===== config.mk =====
export PLATFORM = sky130hd
export DESIGN_NAME = srff_bank_ctrl
export DESIGN_NICKNAME = d
export VERILOG_FILES = /design/src/rtl/srff_ctrl_pkg.sv /design/src/rtl/srff_bank_ctrl_sr_cell.sv /design/src/rtl/srff_bank_ctrl.sv
export SDC_FILE = /design/constraint.sdc
export NUM_CORES = 1
export LEC_CHECK = 0
export BUFFER_PORTS_ARGS = -buffer_cell sky130_fd_sc_hd__buf_2
export CAP_MARGIN = 0
export CORE_UTILIZATION = 56
export DETAILED_ROUTE_END_ITERATION = 6
export PLACE_DENSITY = 0.86
export SLEW_MARGIN = 20
export SYNTH_ARGS = -nofsm -noshare
export SYNTH_HDL_FRONTEND = slang
export SYNTH_SLANG_ARGS = --single-unit

===== constraint.sdc =====
create_clock -name clk -period 5.4 [get_ports clk]
set_clock_uncertainty 0.2 [all_clocks]
set_input_delay 1.08 -clock clk [delete_from_list [all_inputs] [get_ports clk]]
set_output_delay 1.08 -clock clk [all_outputs]
set_load 0.01 [all_outputs]

===== src/rtl/srff_ctrl_pkg.sv =====
// Shared opcode and FSM state encodings for the SR flip-flop bank controller.
package srff_ctrl_pkg;

    // Opcodes 6 and 7 are deliberately left unnamed; they decode as illegal.
    typedef enum logic [2:0] {
        OP_NOP    = 3'd0,
        OP_SET    = 3'd1,
        OP_CLR    = 3'd2,
        OP_TOGGLE = 3'd3,
        OP_LOAD   = 3'd4,
        OP_BURST  = 3'd5
    } op_e;

    typedef enum logic [1:0] {
        IDLE  = 2'd0,
        APPLY = 2'd1,
        BURST = 2'd2
    } state_e;

    localparam logic [2:0] OP_FIRST_ILLEGAL = 3'd6;

endpackage


===== src/rtl/srff_bank_ctrl_sr_cell.sv =====
// Single SR flip-flop: hold on 00, set on 10, clear on 01; 11 must never be driven.
module sr_cell (
    input  logic clk,
    input  logic rst,
    input  logic s,
    input  logic r,
    output logic q
);

    // Storage element with synchronous reset; flags any forbidden 11 drive.
    always_ff @(posedge clk) begin
        if (rst) begin
            q <= 1'b0;
        end else begin
            assert (!(s && r));
            if (s)
                q <= 1'b1;
            else if (r)
                q <= 1'b0;
        end
    end

endmodule


===== src/rtl/srff_bank_ctrl.sv =====
// Command-driven sequencer for a bank of SR flip-flops: set/clear/load/toggle/burst.
module srff_bank_ctrl
    import srff_ctrl_pkg::*;
#(
    parameter int WIDTH = 4,
    parameter int CNT_W = 4
) (
    input  logic             clk,
    input  logic             rst,
    input  logic             cmd_valid,
    output logic             cmd_ready,
    input  logic [2:0]       cmd_op,
    input  logic [WIDTH-1:0] cmd_mask,
    input  logic [WIDTH-1:0] cmd_data,
    input  logic [CNT_W-1:0] cmd_count,
    output logic [WIDTH-1:0] s_out,
    output logic [WIDTH-1:0] r_out,
    output logic [WIDTH-1:0] q,
    output logic             busy,
    output logic             done,
    output logic             err_illegal
);

    state_e           state_q, state_d;
    logic [2:0]       op_q;
    logic [WIDTH-1:0] mask_q;
    logic [WIDTH-1:0] data_q;
    logic [CNT_W-1:0] cnt_q;
    logic             accept;
    logic             done_set;
    logic             err_set;

    // Next-state and handshake decode; a zero-count burst degenerates to a one-cycle APPLY.
    always_comb begin
        state_d   = state_q;
        cmd_ready = 1'b0;
        busy      = 1'b0;
        accept    = 1'b0;
        done_set  = 1'b0;
        err_set   = 1'b0;
        case (state_q)
            IDLE: begin
                cmd_ready = 1'b1;
                if (cmd_valid) begin
                    accept = 1'b1;
                    if (cmd_op == OP_BURST && cmd_count != '0)
                        state_d = BURST;
                    else
                        state_d = APPLY;
                end
            end
            APPLY: begin
                busy     = 1'b1;
                state_d  = IDLE;
                done_set = 1'b1;
                err_set  = (op_q >= OP_FIRST_ILLEGAL);
            end
            BURST: begin
                busy = 1'b1;
                if (cnt_q == CNT_W'(1)) begin
                    state_d  = IDLE;
                    done_set = 1'b1;
                end
            end
            default: state_d = IDLE;
        endcase
    end

    // Control state: FSM, burst down-counter, done pulse and sticky illegal flag.
    always_ff @(posedge clk) begin
        if (rst) begin
            state_q     <= IDLE;
            cnt_q       <= '0;
            done        <= 1'b0;
            err_illegal <= 1'b0;
        end else begin
            state_q     <= state_d;
            done        <= done_set;
            err_illegal <= err_illegal | err_set;
            if (accept)
                cnt_q <= cmd_count;
            else if (state_q == BURST && cnt_q != '0)
                cnt_q <= cnt_q - CNT_W'(1);
        end
    end

    // Command fields captured on acceptance; only consulted while busy, so no reset needed.
    always_ff @(posedge clk) begin
        if (accept) begin
            op_q   <= cmd_op;
            mask_q <= cmd_mask;
            data_q <= cmd_data;
        end
    end

    // s/r drive; every branch makes s and r disjoint per bit, so 11 never reaches a cell.
    always_comb begin
        s_out = '0;
        r_out = '0;
        if (state_q == APPLY) begin
            case (op_q)
                OP_SET: begin
                    s_out = mask_q;
                end
                OP_CLR: begin
                    r_out = mask_q;
                end
                OP_LOAD: begin
                    s_out = mask_q & data_q;
                    r_out = mask_q & ~data_q;
                end
                OP_TOGGLE: begin
                    s_out = mask_q & ~q;
                    r_out = mask_q & q;
                end
                default: begin
                    s_out = '0;
                    r_out = '0;
                end
            endcase
        end else if (state_q == BURST) begin
            s_out = mask_q & ~q;
            r_out = mask_q & q;
        end
    end

    genvar gi;
    generate
        for (gi = 0; gi < WIDTH; gi++) begin : g_cell
            sr_cell u_cell (
                .clk (clk),
                .rst (rst),
                .s   (s_out[gi]),
                .r   (r_out[gi]),
                .q   (q[gi])
            );
        end
    endgenerate

endmodule


**After elaboration in Yosys (flattened, before gate mapping)**

Index checks and enable logic that the tools add are counted.

- Flip-flop bits (word level): 23
- Output and inout port bits: 16
- Logic and storage cells: 69

- Add/sub/neg operators: 1
- Order comparisons: 1
- Equal/unequal tests: 10
- Mux-type cells: 27
- Bitwise operators: 7
- Reductions and logical operators: 12

Operator list:

| operator | number |
|---|---|
| $mux 4 | 6 |
| $pmux 4 s3 | 2 |
| $and 4x4->4 | 4 |
| $mux 1 | 14 |
| $reduce_bool 2->1 | 5 |
| $not 4->4 | 2 |
| $reduce_bool 4->1 | 2 |
| $eq 3x2->1 const B | 2 |
| $eq 3x3->1 const B | 2 |
| $mux 2 | 3 |
| $eq 4x1->1 const B | 1 |
| $ne 2x2->1 const B | 2 |
| $pmux 2 s2 | 1 |
| $sub 4x1->4 const B | 1 |
| $eq 3x1->1 const B | 1 |
| $ge 3x3->1 const B | 1 |
| $eq 2x1->1 const B | 1 |
| $eq 2x2->1 const B | 1 |
| $logic_and 1x1->1 | 2 |
| $logic_not 2->1 | 1 |
| $pmux 1 s2 | 1 |
| $reduce_and 2->1 | 1 |
| $reduce_or 2->1 | 1 |
| $or 1x1->1 | 1 |

**Depth between registers and ports, before layout**

Gate-level depths: netlist of the first run.

- Depth after elaboration: 6
- Gate-level depth with buffers: 8
- Depth with buffers taken out: 7

**Hierarchy**

Synthesis of the first run repeated with hierarchy kept, for this count alone.

- Cell total of the unflattened synthesis: 122
- Area, all modules: 1238.7 µm²

By module, submodules not included:

| module | instances | cells an instance | area an instance (µm²) |
|---|---|---|---|
| srff_bank_ctrl | 1 | 106 | 1083.5 |
| sr_cell | 4 | 4 | 38.8 |

**Least setup slack after synthesis of the first run**

Ideal clock, no wire load.

- Path type: reg-to-output
- Start point: register op_q[2]
- End point: output r_out[0]
- Data arrival time: 1.307 ns
- Required time: 4.120 ns
- Path slack: 2.813 ns
- Cell stages (with the launch flop): 6
- Cell sequence: edfxtp_1 nor2b_1 clkbuf_1 o21bai_1 a311oi_1 buf_4

- Longest elaborated chain between the ends: 3
- Elaborated cells on any way between the ends: 5
- Those cells by class: eq/ne (3); mux (2)

Ends and longest elaborated chain:

| what | RTL line | RTL |
|---|---|---|
| start: declaration | srff_bank_ctrl.sv:25 | `logic [2:0] op_q;` |
| start signal: assignment | srff_bank_ctrl.sv:90 | `op_q <= cmd_op;` |
| $eq 3x2->1 / $eq 3x3->1 (equally long branches) | srff_bank_ctrl.sv:101 | `case (op_q)` |
| $pmux 4 s3 * | srff_bank_ctrl.sv:101 |  |
| $mux 4 * | srff_bank_ctrl.sv:100 | `if (state_q == APPLY) begin` |
| end: declaration | srff_bank_ctrl.sv:17 | `output logic [WIDTH-1:0] r_out,` |

Mark *: on every way between the ends. The rest lies on a longest branch, timed or not.

**Worst setup path in the final report of the first run**

- Start point: register state_q[1]
- End point: output s_out[1]

- Longest elaborated chain between the ends: 3
- Elaborated cells on any way between the ends: 4
- Those cells by class: eq/ne (2); mux (2)

Ends and longest elaborated chain:

| what | RTL line | RTL |
|---|---|---|
| start: declaration | srff_bank_ctrl.sv:24 | `state_e state_q, state_d;` |
| start signal: assignment | srff_bank_ctrl.sv:77 | `state_q <= state_d;` |
| $eq 2x2->1 | srff_bank_ctrl.sv:121 | `end else if (state_q == BURST) begin` |
| $mux 4 | srff_bank_ctrl.sv:121 |  |
| $mux 4 * | srff_bank_ctrl.sv:100 |  |
| end: declaration | srff_bank_ctrl.sv:16 | `output logic [WIDTH-1:0] s_out,` |

Marks and branches as above.

==> run metrics, run 1 <==
most frequent cells in the layout=sky130_fd_sc_hd__buf_2, sky130_fd_sc_hd__nand2_1, sky130_fd_sc_hd__nor2_1; asr flop ratio synth=0%; final RePlAce weighted congestion=0.880; clock tree from TritonCTS=yes; leakage power of the design=0.615 nW; WL per Instance=13.3 um; worst-margin pin slew=0.723 ns; setup repair after global routing missed its margin=no; wire length of the first global-routing pass=4400 um; maximum capacitance violations=0; final period demand of the worst path=3.41 ns; # port buffers=33; critical path data arrival time=2.13 ns; die area=2700 um2; clock latency at the later pin of the worst-skew pair=0.31 ns; half-perimeter wire length after detailed placement=2040 um; number of rows created at floorplan=17; max frequency=293 MHz; Clock H-tree levels=1; starting DRC count in detailed routing=38; worst reg-to-reg setup slack=3.30 ns; post-route setup slack=1.99 ns; clock root cell=sky130_fd_sc_hd__clkbuf_4; EDFF count, synth=11; count of pins over their slew limit=0; synthesis-stage register bit count=23; number of search-and-repair iterations in the first detailed-routing pass=4; via count of the first global-routing pass=1020; number of buffers created by CTS=3; sequential fraction of the synthesis area=40.8%; ANT cells=0; R2R Path Start=state_q[1]$_SDFFE_PP0P_; antenna violations before repair=0; width of the chip=52.0 um; Setup Total Neg Slack=0 ns; number of instances in the synthesized netlist=159; type of the worst min-delay path=reg -> reg; pin count of the biggest net entering global routing=24; startpoint of the tightest hold check path=state_q[0]$_SDFFE_PP0P_; total setup buffers inserted after CTS=0; share of cells above drive strength 1=22.0%; most frequently used flop master after synthesis=sky130_fd_sc_hd__dfxtp_1; number of hold-repair buffers added at the cts stage=0; commonest non-fill, non-tap cell in the layout=sky130_fd_sc_hd__buf_2; average vias per placed instance=5.88; type of element launching the critical path=register; result of the run=finished clean; number of nets with antenna violations after routing=0; post-synthesis cell type count=34; final WL=2730 um; initial standard-cell utilization of the core=61.5%; synthesized netlist net count=183; worst supply voltage drop on vdd=0.000183 V; post-synth top area share=23.6%; GRT Total Usage=21.9%; final setup violating endpoints=0; number of primary I/O pins=34; CTS clock-pin slew for the worst setup and hold paths=0.13 ns; area of the core=2280 um2; post-layout power=0.363 mW; relative area change from synthesis to final layout=7.78%; Crit Reg-Reg Endpoint=g_cell[3].u_cell.q$_SDFFE_PP0P_; Netlist Area Pre-Place=1400 um2; worst hold slack=0.294 ns; Tcrit/Tclk final=63.2%; top area cells in the synthesized netlist=sky130_fd_sc_hd__edfxtp_1, sky130_fd_sc_hd__dfxtp_1, sky130_fd_sc_hd__buf_4, sky130_fd_sc_hd__ha_1, sky130_fd_sc_hd__a21oi_1; power density relative to cell area=241 nW/um2; vias post-DR=1206; Ys Warns=0; die extent in y=52.0 um; DRC errors left=0; Yosys top cell by area=sky130_fd_sc_hd__edfxtp_1; Total Nets Final=202; maximum fanout encountered on the critical timing path=23; Slew Limit Headroom=51.8%; number of cells on the worst reg-to-reg path=6; Clock Sink Count=23; leftover overflow at the end of global routing=0; final hold violation count=0; maximum root-to-sink buffer count=2; data required time at the worst endpoint=4.12 ns; Worst Hold End=state_q[0]$_SDFFE_PP0P_; post-synthesis average cell area=8.80 um2; cells resized by post-CTS repair=0; Critical Path Sink Type=output port; kind of critical path=reg -> out; dpl ws=2.36 ns; worst hold path depth=2
registers in the layout (all words and copies together) (netlist names):
register	flops
g_cell.u_cell.q	4
op_q	3
err_illegal	1
mask_q	4
done	1
cnt_q	4
data_q	4
state_q	2
synth_stat cells (5+ instances only):
cell,n
sky130_fd_sc_hd__edfxtp_1,11
sky130_fd_sc_hd__inv_1,11
sky130_fd_sc_hd__buf_4,12
sky130_fd_sc_hd__nor3b_1,7
sky130_fd_sc_hd__nand2_1,14
sky130_fd_sc_hd__nor2_1,14
sky130_fd_sc_hd__a311oi_1,5
sky130_fd_sc_hd__a22oi_1,5
sky130_fd_sc_hd__a21oi_1,11
sky130_fd_sc_hd__ha_1,6
sky130_fd_sc_hd__dfxtp_1,12
sky130_fd_sc_hd__a31oi_1,5
logic make-up after synthesis:
group                    share of synthesized area, %
AO/OA/AOI/OAI                                    21.4
buffers and inverters                            11.4
flip-flops                                       40.8
multiplexers                                    0.805
XOR/XNOR                                        0.626
adder cells (fa/ha/maj)                          5.37
AND/OR/NAND/NOR                                  19.6
layer usage:
| layer | up-vias | GRT usage, % | share of wire [%] |
|---|---|---|---|
| li1 | 602 | - | - |
| met1 | 551 | 30.9 | 44 |
| met2 | 47 | 33.8 | 47 |
| met3 | 6 | 3.80 | 7.1 |
| met4 | 0 | 6.76 | 1.4 |
| met5 | - | 0 | 0 |
critical path, stage by stage, from the launching register on:
cell                       delay [ns]
sky130_fd_sc_hd__dfxtp_1         0.34
sky130_fd_sc_hd__inv_1           0.08
sky130_fd_sc_hd__ha_1            0.62
sky130_fd_sc_hd__nand2b_1        0.36
sky130_fd_sc_hd__nor2_1          0.10
sky130_fd_sc_hd__a21oi_1         0.14
sky130_fd_sc_hd__nor2_1          0.05
sky130_fd_sc_hd__buf_2           0.13
final cells by class:
cell class	count	area, um2
Fill cell	180	768
Sequential cell	23	571
Tap cell	28	35.0
Clock inverter	1	5.00
Clock buffer	3	22.5
Inverter	11	41.3
Multi-Input combinational cell	106	668
Timing Repair Buffer	33	165
where the power goes:
part           switching [mW]  leakage, nW  internal (mW)  total [mW]
combinational          0.0411        0.393         0.0309      0.0720
sequential             0.0142        0.204          0.197       0.211
clock                  0.0520       0.0177         0.0277      0.0797
total                   0.107        0.615          0.255       0.363
stage by stage:
stage | area (um2) | instances | utilization, %
5_1_grt | 1510 | 205 | 66.2
6_report | 1510 | 205 | 66.2
2_1_floorplan | 1400 | 159 | -
3_3_place_gp | 1480 | 201 | 65.0
3_5_place_dp | 1480 | 201 | 65.0
4_1_cts | 1510 | 205 | 66.2
how the worst max path moves through the flow:
stage / start / to / slack (ns) / depth (start not counted)
after global routing: state_q[1]$_SDFFE_PP0P_ / s_out[2] / 1.82 / 7
final: state_q[1]$_SDFFE_PP0P_ / s_out[1] / 1.99 / 7
after detailed placement: state_q[1]$_SDFFE_PP0P_ / s_out[1] / 2.36 / 7
after CTS: state_q[1]$_SDFFE_PP0P_ / s_out[1] / 2.00 / 7
after floorplan: op_q[2]$_DFFE_PP_ / r_out[0] / 2.81 / 5
after global placement: state_q[1]$_SDFFE_PP0P_ / s_out[3] / 2.44 / 7
Note: power is estimated with default switching activity, not from simulation.
==> run 2, diff against run 1 <==
Settings changed: CORE_UTILIZATION 56 to 47, PLACE_DENSITY 0.86 to 0.77.
Clock period 5.4 ns to 2.9 ns, I/O delays scaled along.
==> run 2 against run 1 <==
  * Sequential cell count unchanged
  * Register-to-register slack worse by 2.6 ns
  * Combinational power up 90%
  * Via count up 0.91%
==> run metrics, run 2 (synthesized netlist as in run 1, its figures left out) <==
result of the run=finished clean (unchanged); met2 capacity usage during global routing=30.8% (was 33.8%); leftover overflow at the end of global routing=0 (unchanged); highest-utilization routing layer at the global route stage=met2 (unchanged); met1 track demand over resource in global routing=23.7% (was 30.9%); power density relative to cell area=445 nW/um2 (was 241 nW/um2); area of the multi-input gates=671 um2 (was 668 um2); number of nets with antenna violations after routing=0 (unchanged); starting DRC count in detailed routing=60 (was 38); non-filler cells in the finished layout=210 (was 205); Sw Share=29.4% (was 29.6%); area of the core=2780 um2 (was 2280 um2); GRT Total Usage=19.1% (was 21.9%); Critical Path Sink Type=output port (unchanged); final WL=2950 um (was 2730 um); worst-margin pin slew=0.533 ns (was 0.723 ns); CTS clock-pin slew for the worst setup and hold paths=0.12 ns (was 0.13 ns); commonest non-fill, non-tap cell in the layout=sky130_fd_sc_hd__buf_2 (unchanged); number of primary I/O pins=34 (unchanged); data required time at the worst endpoint=2.12 ns (was 4.12 ns); Slew Limit Headroom=64.4% (was 51.8%); kind of critical path=reg -> out (unchanged); Setup Total Neg Slack=0 ns (unchanged); WL per Instance=14.1 um (was 13.3 um); half-perimeter wire length after detailed placement=2250 um (was 2040 um); ordered cell list for the critical path=nor2b_2 > o21bai_1 > a311oi_1 > buf_2 (was inv_1 > ha_1 > nand2b_1 > nor2_1 > a21oi_1 > nor2_1 > buf_2); clock tree from TritonCTS=yes (unchanged); Tcrit/Tclk final=92.6%; die extent in y=56.6 um (was 52.0 um); ANT cells=0 (unchanged); sequential group share of total power=58.0% (was 58.2%); number of cells in the design after placement=206 (was 201); # port buffers=33 (unchanged); via count of the first global-routing pass=1093 (was 1020); number of rows created at floorplan=19 (was 17); average vias per placed instance=5.80 (was 5.88); count of pins over their slew limit=0 (unchanged); DRC errors left=0 (unchanged); number of hold-repair buffers added at the cts stage=0 (unchanged); combinational fraction of design power=20.1% (was 19.8%); Clock Sink Count=23 (unchanged); internal cell power=0.479 mW (was 0.255 mW); relative area change from synthesis to final layout=9.21% (was 7.78%); NetSw=0.200 mW (was 0.107 mW); wire length of the first global-routing pass=4750 um (was 4400 um); final RePlAce weighted congestion=0.889 (was 0.880); sequential cell area=571 um2 (unchanged); number of buffers created by CTS=3 (unchanged); maximum root-to-sink buffer count=2 (unchanged); setup repair after global routing missed its margin=no (unchanged); type of element launching the critical path=register (unchanged); width of the chip=56.6 um (was 52.0 um); final period demand of the worst path=2.69 ns; share of cells above drive strength 1=22.9% (was 22.0%); maximum capacitance violations=0 (unchanged); maximum fanout encountered on the critical timing path=12 (was 23); clock latency at the later pin of the worst-skew pair=0.31 ns (about the same); pin count of the biggest net entering global routing=23 (was 24); type of the worst min-delay path=in -> reg (was reg -> reg); worst supply voltage drop on vdd=0.000327 V (was 0.000183 V); final setup violating endpoints=0 (unchanged); Clock H-tree levels=1 (unchanged); Largest stage delay, worst path=0.58 ns (was 0.62 ns); GR met3 Demand/Resource=2.30% (was 3.80%); Total Nets Final=204 (was 202); antenna violations before repair=0 (unchanged); initial standard-cell utilization of the core=50.3% (was 61.5%); most frequent cells in the layout=sky130_fd_sc_hd__buf_2, sky130_fd_sc_hd__nand2_1, sky130_fd_sc_hd__nor2_1 (unchanged); clock root cell=sky130_fd_sc_hd__clkbuf_4 (unchanged); proportion of power drawn by the clock network=21.9% (was 22.0%); die area=3200 um2 (was 2700 um2); final hold violation count=0 (unchanged); leakage power of the design=0.623 nW (was 0.615 nW); cells resized by post-CTS repair=0 (unchanged); Critical Path Slowest Stage Cell=sky130_fd_sc_hd__edfxtp_1 (was sky130_fd_sc_hd__ha_1); max frequency=372 MHz; fill cell instance count of the final layout=259 (was 180); number of search-and-repair iterations in the first detailed-routing pass=4 (unchanged); vias post-DR=1217 (was 1206); critical path data arrival time=1.91 ns (was 2.13 ns); total setup buffers inserted after CTS=0 (unchanged)
==> run 2: cell types whose count changed in the layout (fill, tap and decap cells not counted) <==
cell,delta
sky130_fd_sc_hd__nor2b_1,-1
sky130_fd_sc_hd__nor2b_2,+1
sky130_fd_sc_hd__buf_4,+2
sky130_fd_sc_hd__clkbuf_1,+1
sky130_fd_sc_hd__clkinv_2,-1
==> run 2: worst paths after layout <==
kind,from,to,slack [ns],depth (start not counted)
worst max-delay path,op_q[1]$_DFFE_PP_,r_out[2],0.21,4
worst max register to register,state_q[0]$_SDFFE_PP0P_,cnt_q[3]$_SDFFE_PP0P_,0.74,7
worst min-delay path,cmd_mask[1],mask_q[1]$_DFFE_PP_,0.24,1
worst min register to register,state_q[0]$_SDFFE_PP0P_,state_q[0]$_SDFFE_PP0P_,0.32,2
==> run 2: final cells by class <==
type / count / share of cell area, %
inverter: 11 / 2.70
timing repair buffer: 35 / 11.8
multi-input combinational: 106 / 43.9
tap: 31 / 2.54
clock buffer: 4 / 1.72
sequential: 23 / 37.3
==> run 2: critical path: cells and delay by family, from the launching register on <==
kind	cells	cell delay, ns
flip-flops	1	0.58
AO/OA/AOI/OAI	2	0.46
AND/OR/NAND/NOR	1	0.38
buffers and inverters	1	0.18
==> run 2: through the flow <==
stage | utilization, % | total power, mW | instance area [um2] | setup slack (ns) | hold WS, ns
2_1_floorplan | - | 0.500 | 1400 | 0.813 | 0.254
3_3_place_gp | 53.9 | 0.529 | 1500 | 0.554 | 0.265
3_5_place_dp | 53.9 | 0.537 | 1500 | 0.374 | 0.291
4_1_cts | 54.8 | 0.684 | 1530 | 0.0110 | 0.226
5_1_grt | 54.9 | 0.716 | 1530 | 0.0332 | 0.216
6_report | 54.9 | 0.679 | 1530 | 0.214 | 0.237
==> run 2: power groups by stage <==
stage	clock network [mW]	logic [mW]	registers (mW)
5_1_grt	0.166	0.152	0.398
4_1_cts	0.154	0.137	0.393
2_1_floorplan	0	0.108	0.392
6_report	0.149	0.137	0.394
3_3_place_gp	0	0.130	0.398
3_5_place_dp	0	0.136	0.401
==> run 2: layer usage <==
metal / wire (um) / up-vias
li1: - / 604
met1: 1370 / 573
met2: 1390 / 34
met3: 127 / 6
met4: 59 / 0
met5: 0 / -
==> run 3, diff against run 2 <==
Settings changed: BUFFER_PORTS_ARGS -buffer_cell sky130_fd_sc_hd__buf_2 to -buffer_cell sky130_fd_sc_hd__buf_4, CTS_CLUSTER_DIAMETER from default to 100, PLACE_DENSITY 0.77 to 0.81.
==> run 3 against run 2 <==
  * Largest power group unchanged
  * Clock power about the same
  * Count of clock-buffer cells in the layout unchanged
  * Wire length up 5.3%
  * First-iteration DRC count down 10%
  * Combinational power up 11%
  * Register-to-register slack about the same
  * Cell area up 5.4%
  * Global-route usage up 0.99 points
  * Worst setup slack worse by 0.0054 ns
==> run metrics, run 3 (synthesized netlist as in run 1, its figures left out) <==
DRC errors left=0 (unchanged); number of buffers created by CTS=3 (unchanged); Tcrit/Tclk final=92.8% (was 92.6%); total setup buffers inserted after CTS=0 (unchanged); Critical Path Slowest Stage Cell=sky130_fd_sc_hd__edfxtp_1 (unchanged); vias post-DR=1237 (was 1217); clock latency at the later pin of the worst-skew pair=0.31 ns (about the same); kind of critical path=reg -> out (unchanged); Total Nets Final=204 (unchanged); max frequency=372 MHz (about the same); antenna violations before repair=0 (unchanged); relative area change from synthesis to final layout=15.1% (was 9.21%); fill cell instance count of the final layout=261 (was 259); final setup violating endpoints=0 (unchanged); number of rows created at floorplan=19 (unchanged); Largest stage delay, worst path=0.57 ns (was 0.58 ns); area of the core=2780 um2 (unchanged); number of search-and-repair iterations in the first detailed-routing pass=4 (unchanged); startpoint of the tightest hold check path=cmd_mask[2] (was cmd_mask[1]); final RePlAce weighted congestion=0.885 (was 0.889); maximum capacitance violations=0 (unchanged); average vias per placed instance=5.89 (was 5.80); Clock H-tree levels=1 (unchanged); data required time at the worst endpoint=2.12 ns (about the same); via count of the first global-routing pass=1177 (was 1093); post-route setup slack=0.209 ns (was 0.214 ns); commonest non-fill, non-tap cell in the layout=sky130_fd_sc_hd__buf_4 (was sky130_fd_sc_hd__buf_2); CTS clock-pin slew for the worst setup and hold paths=0.13 ns (was 0.12 ns); number of nets with antenna violations after routing=0 (unchanged); number of primary I/O pins=34 (unchanged); cell class contributing the biggest share of worst-path delay=flip-flops (unchanged); die extent in y=56.6 um (unchanged); worst hold path depth=1 (unchanged); Clock Sink Count=23 (unchanged); setup repair after global routing missed its margin=no (unchanged); fin util=57.9% (was 54.9%); Slew Limit Headroom=65.0% (was 64.4%); Setup Total Neg Slack=0 ns (unchanged); type of element launching the critical path=register (unchanged); result of the run=finished clean (unchanged); Worst Hold End=mask_q[2]$_DFFE_PP_ (was mask_q[1]$_DFFE_PP_); ordered cell list for the critical path=nor2b_2 > o21bai_1 > a311oi_1 > buf_4 (was nor2b_2 > o21bai_1 > a311oi_1 > buf_2); worst supply voltage drop on vdd=0.000279 V (was 0.000327 V); width of the chip=56.6 um (unchanged); most frequent cells in the layout=sky130_fd_sc_hd__buf_4, sky130_fd_sc_hd__nand2_1, sky130_fd_sc_hd__nor2_1 (was sky130_fd_sc_hd__buf_2, sky130_fd_sc_hd__nand2_1, sky130_fd_sc_hd__nor2_1); clock root cell=sky130_fd_sc_hd__clkbuf_4 (unchanged); ANT cells=0 (unchanged); dpl ws=0.418 ns (was 0.374 ns); wire length of the first global-routing pass=5020 um (was 4750 um); worst-margin pin slew=0.524 ns (was 0.533 ns); number of cells on the worst reg-to-reg path=7 (unchanged); final WL=3110 um (was 2950 um); leakage power of the design=0.640 nW (was 0.623 nW); WL per Instance=14.8 um (was 14.1 um); Critical Path Sink Type=output port (unchanged); final period demand of the worst path=2.69 ns (about the same); # port buffers=33 (unchanged); number of buffer and inverter instances along the worst setup path=1 (unchanged); share of cells above drive strength 1=22.9% (unchanged); area of the multi-input gates=671 um2 (unchanged); count of pins over their slew limit=0 (unchanged); power density relative to cell area=433 nW/um2 (was 445 nW/um2); maximum root-to-sink buffer count=2 (unchanged); pin count of the biggest net entering global routing=23 (unchanged); die area=3200 um2 (unchanged); sequential cell area=571 um2 (unchanged); worst reg-to-reg setup slack=0.73 ns (was 0.74 ns); type of the worst min-delay path=in -> reg (unchanged); final hold violation count=0 (unchanged); post-layout power=0.697 mW (was 0.679 mW); half-perimeter wire length after detailed placement=2320 um (was 2250 um); leftover overflow at the end of global routing=0 (unchanged); initial standard-cell utilization of the core=50.3% (unchanged); GRT Total Usage=20.1% (was 19.1%); Crit Reg-Reg Endpoint=cnt_q[3]$_SDFFE_PP0P_ (unchanged); R2R Path Start=state_q[0]$_SDFFE_PP0P_ (unchanged); starting DRC count in detailed routing=54 (was 60); clock tree from TritonCTS=yes (unchanged); critical path data arrival time=1.91 ns (about the same); maximum fanout encountered on the critical timing path=12 (unchanged)
-- run 3: worst max-delay path by stage --
stage | slack, ns | start | endpoint | cells after the start
2_1_floorplan | 0.81 | op_q[2]$_DFFE_PP_ | r_out[0] | 5
3_3_place_gp | 0.54 | op_q[1]$_DFFE_PP_ | r_out[0] | 4
3_5_place_dp | 0.42 | op_q[1]$_DFFE_PP_ | r_out[0] | 4
4_1_cts | 0.06 | op_q[1]$_DFFE_PP_ | r_out[0] | 4
5_1_grt | 0.05 | op_q[1]$_DFFE_PP_ | s_out[2] | 5
6_report | 0.21 | op_q[1]$_DFFE_PP_ | r_out[0] | 4
-- run 3: repair_timing --
action | 4_1_cts | 5_1_grt
setup endpoints to repair | 0 | 4
gates resized for setup | 0 | 1
hold buffers | 0 | 0
-- run 3: per-layer routing --
metal | vias to the layer above | share of wire, % | GRT usage (%)
li1 | 602 | - | -
met4 | 0 | 0.74 | 8.36
met2 | 34 | 51 | 36.1
met1 | 599 | 43 | 23.6
met3 | 2 | 4.7 | 2.76
met5 | - | 0 | 0
-- run 3: stage by stage --
step	area (um2)	std cells	hold slack (ns)
6_report	1610	210	0.236
5_1_grt	1610	210	0.218
4_1_cts	1610	210	0.223
3_5_place_dp	1580	206	0.292
3_3_place_gp	1580	206	0.267
2_1_floorplan	1400	159	0.254
-- run 3: power by group --
group / internal (mW) / leakage [nW] / total (mW) / switching, mW
logic: 0.0725 / 0.421 / 0.152 / 0.0799
clock network: 0.0536 / 0.0150 / 0.150 / 0.0963
registers: 0.367 / 0.204 / 0.395 / 0.0279
total: 0.493 / 0.640 / 0.697 / 0.204
-- run 3: area by class of cell --
| class | instances | share of cell area (%) |
|---|---|---|
| multi-input combinational | 106 | 41.6 |
| sequential | 23 | 35.4 |
| timing repair buffer | 35 | 16.3 |
| inverter | 11 | 2.56 |
| tap | 31 | 2.41 |
| clock buffer | 4 | 1.63 |
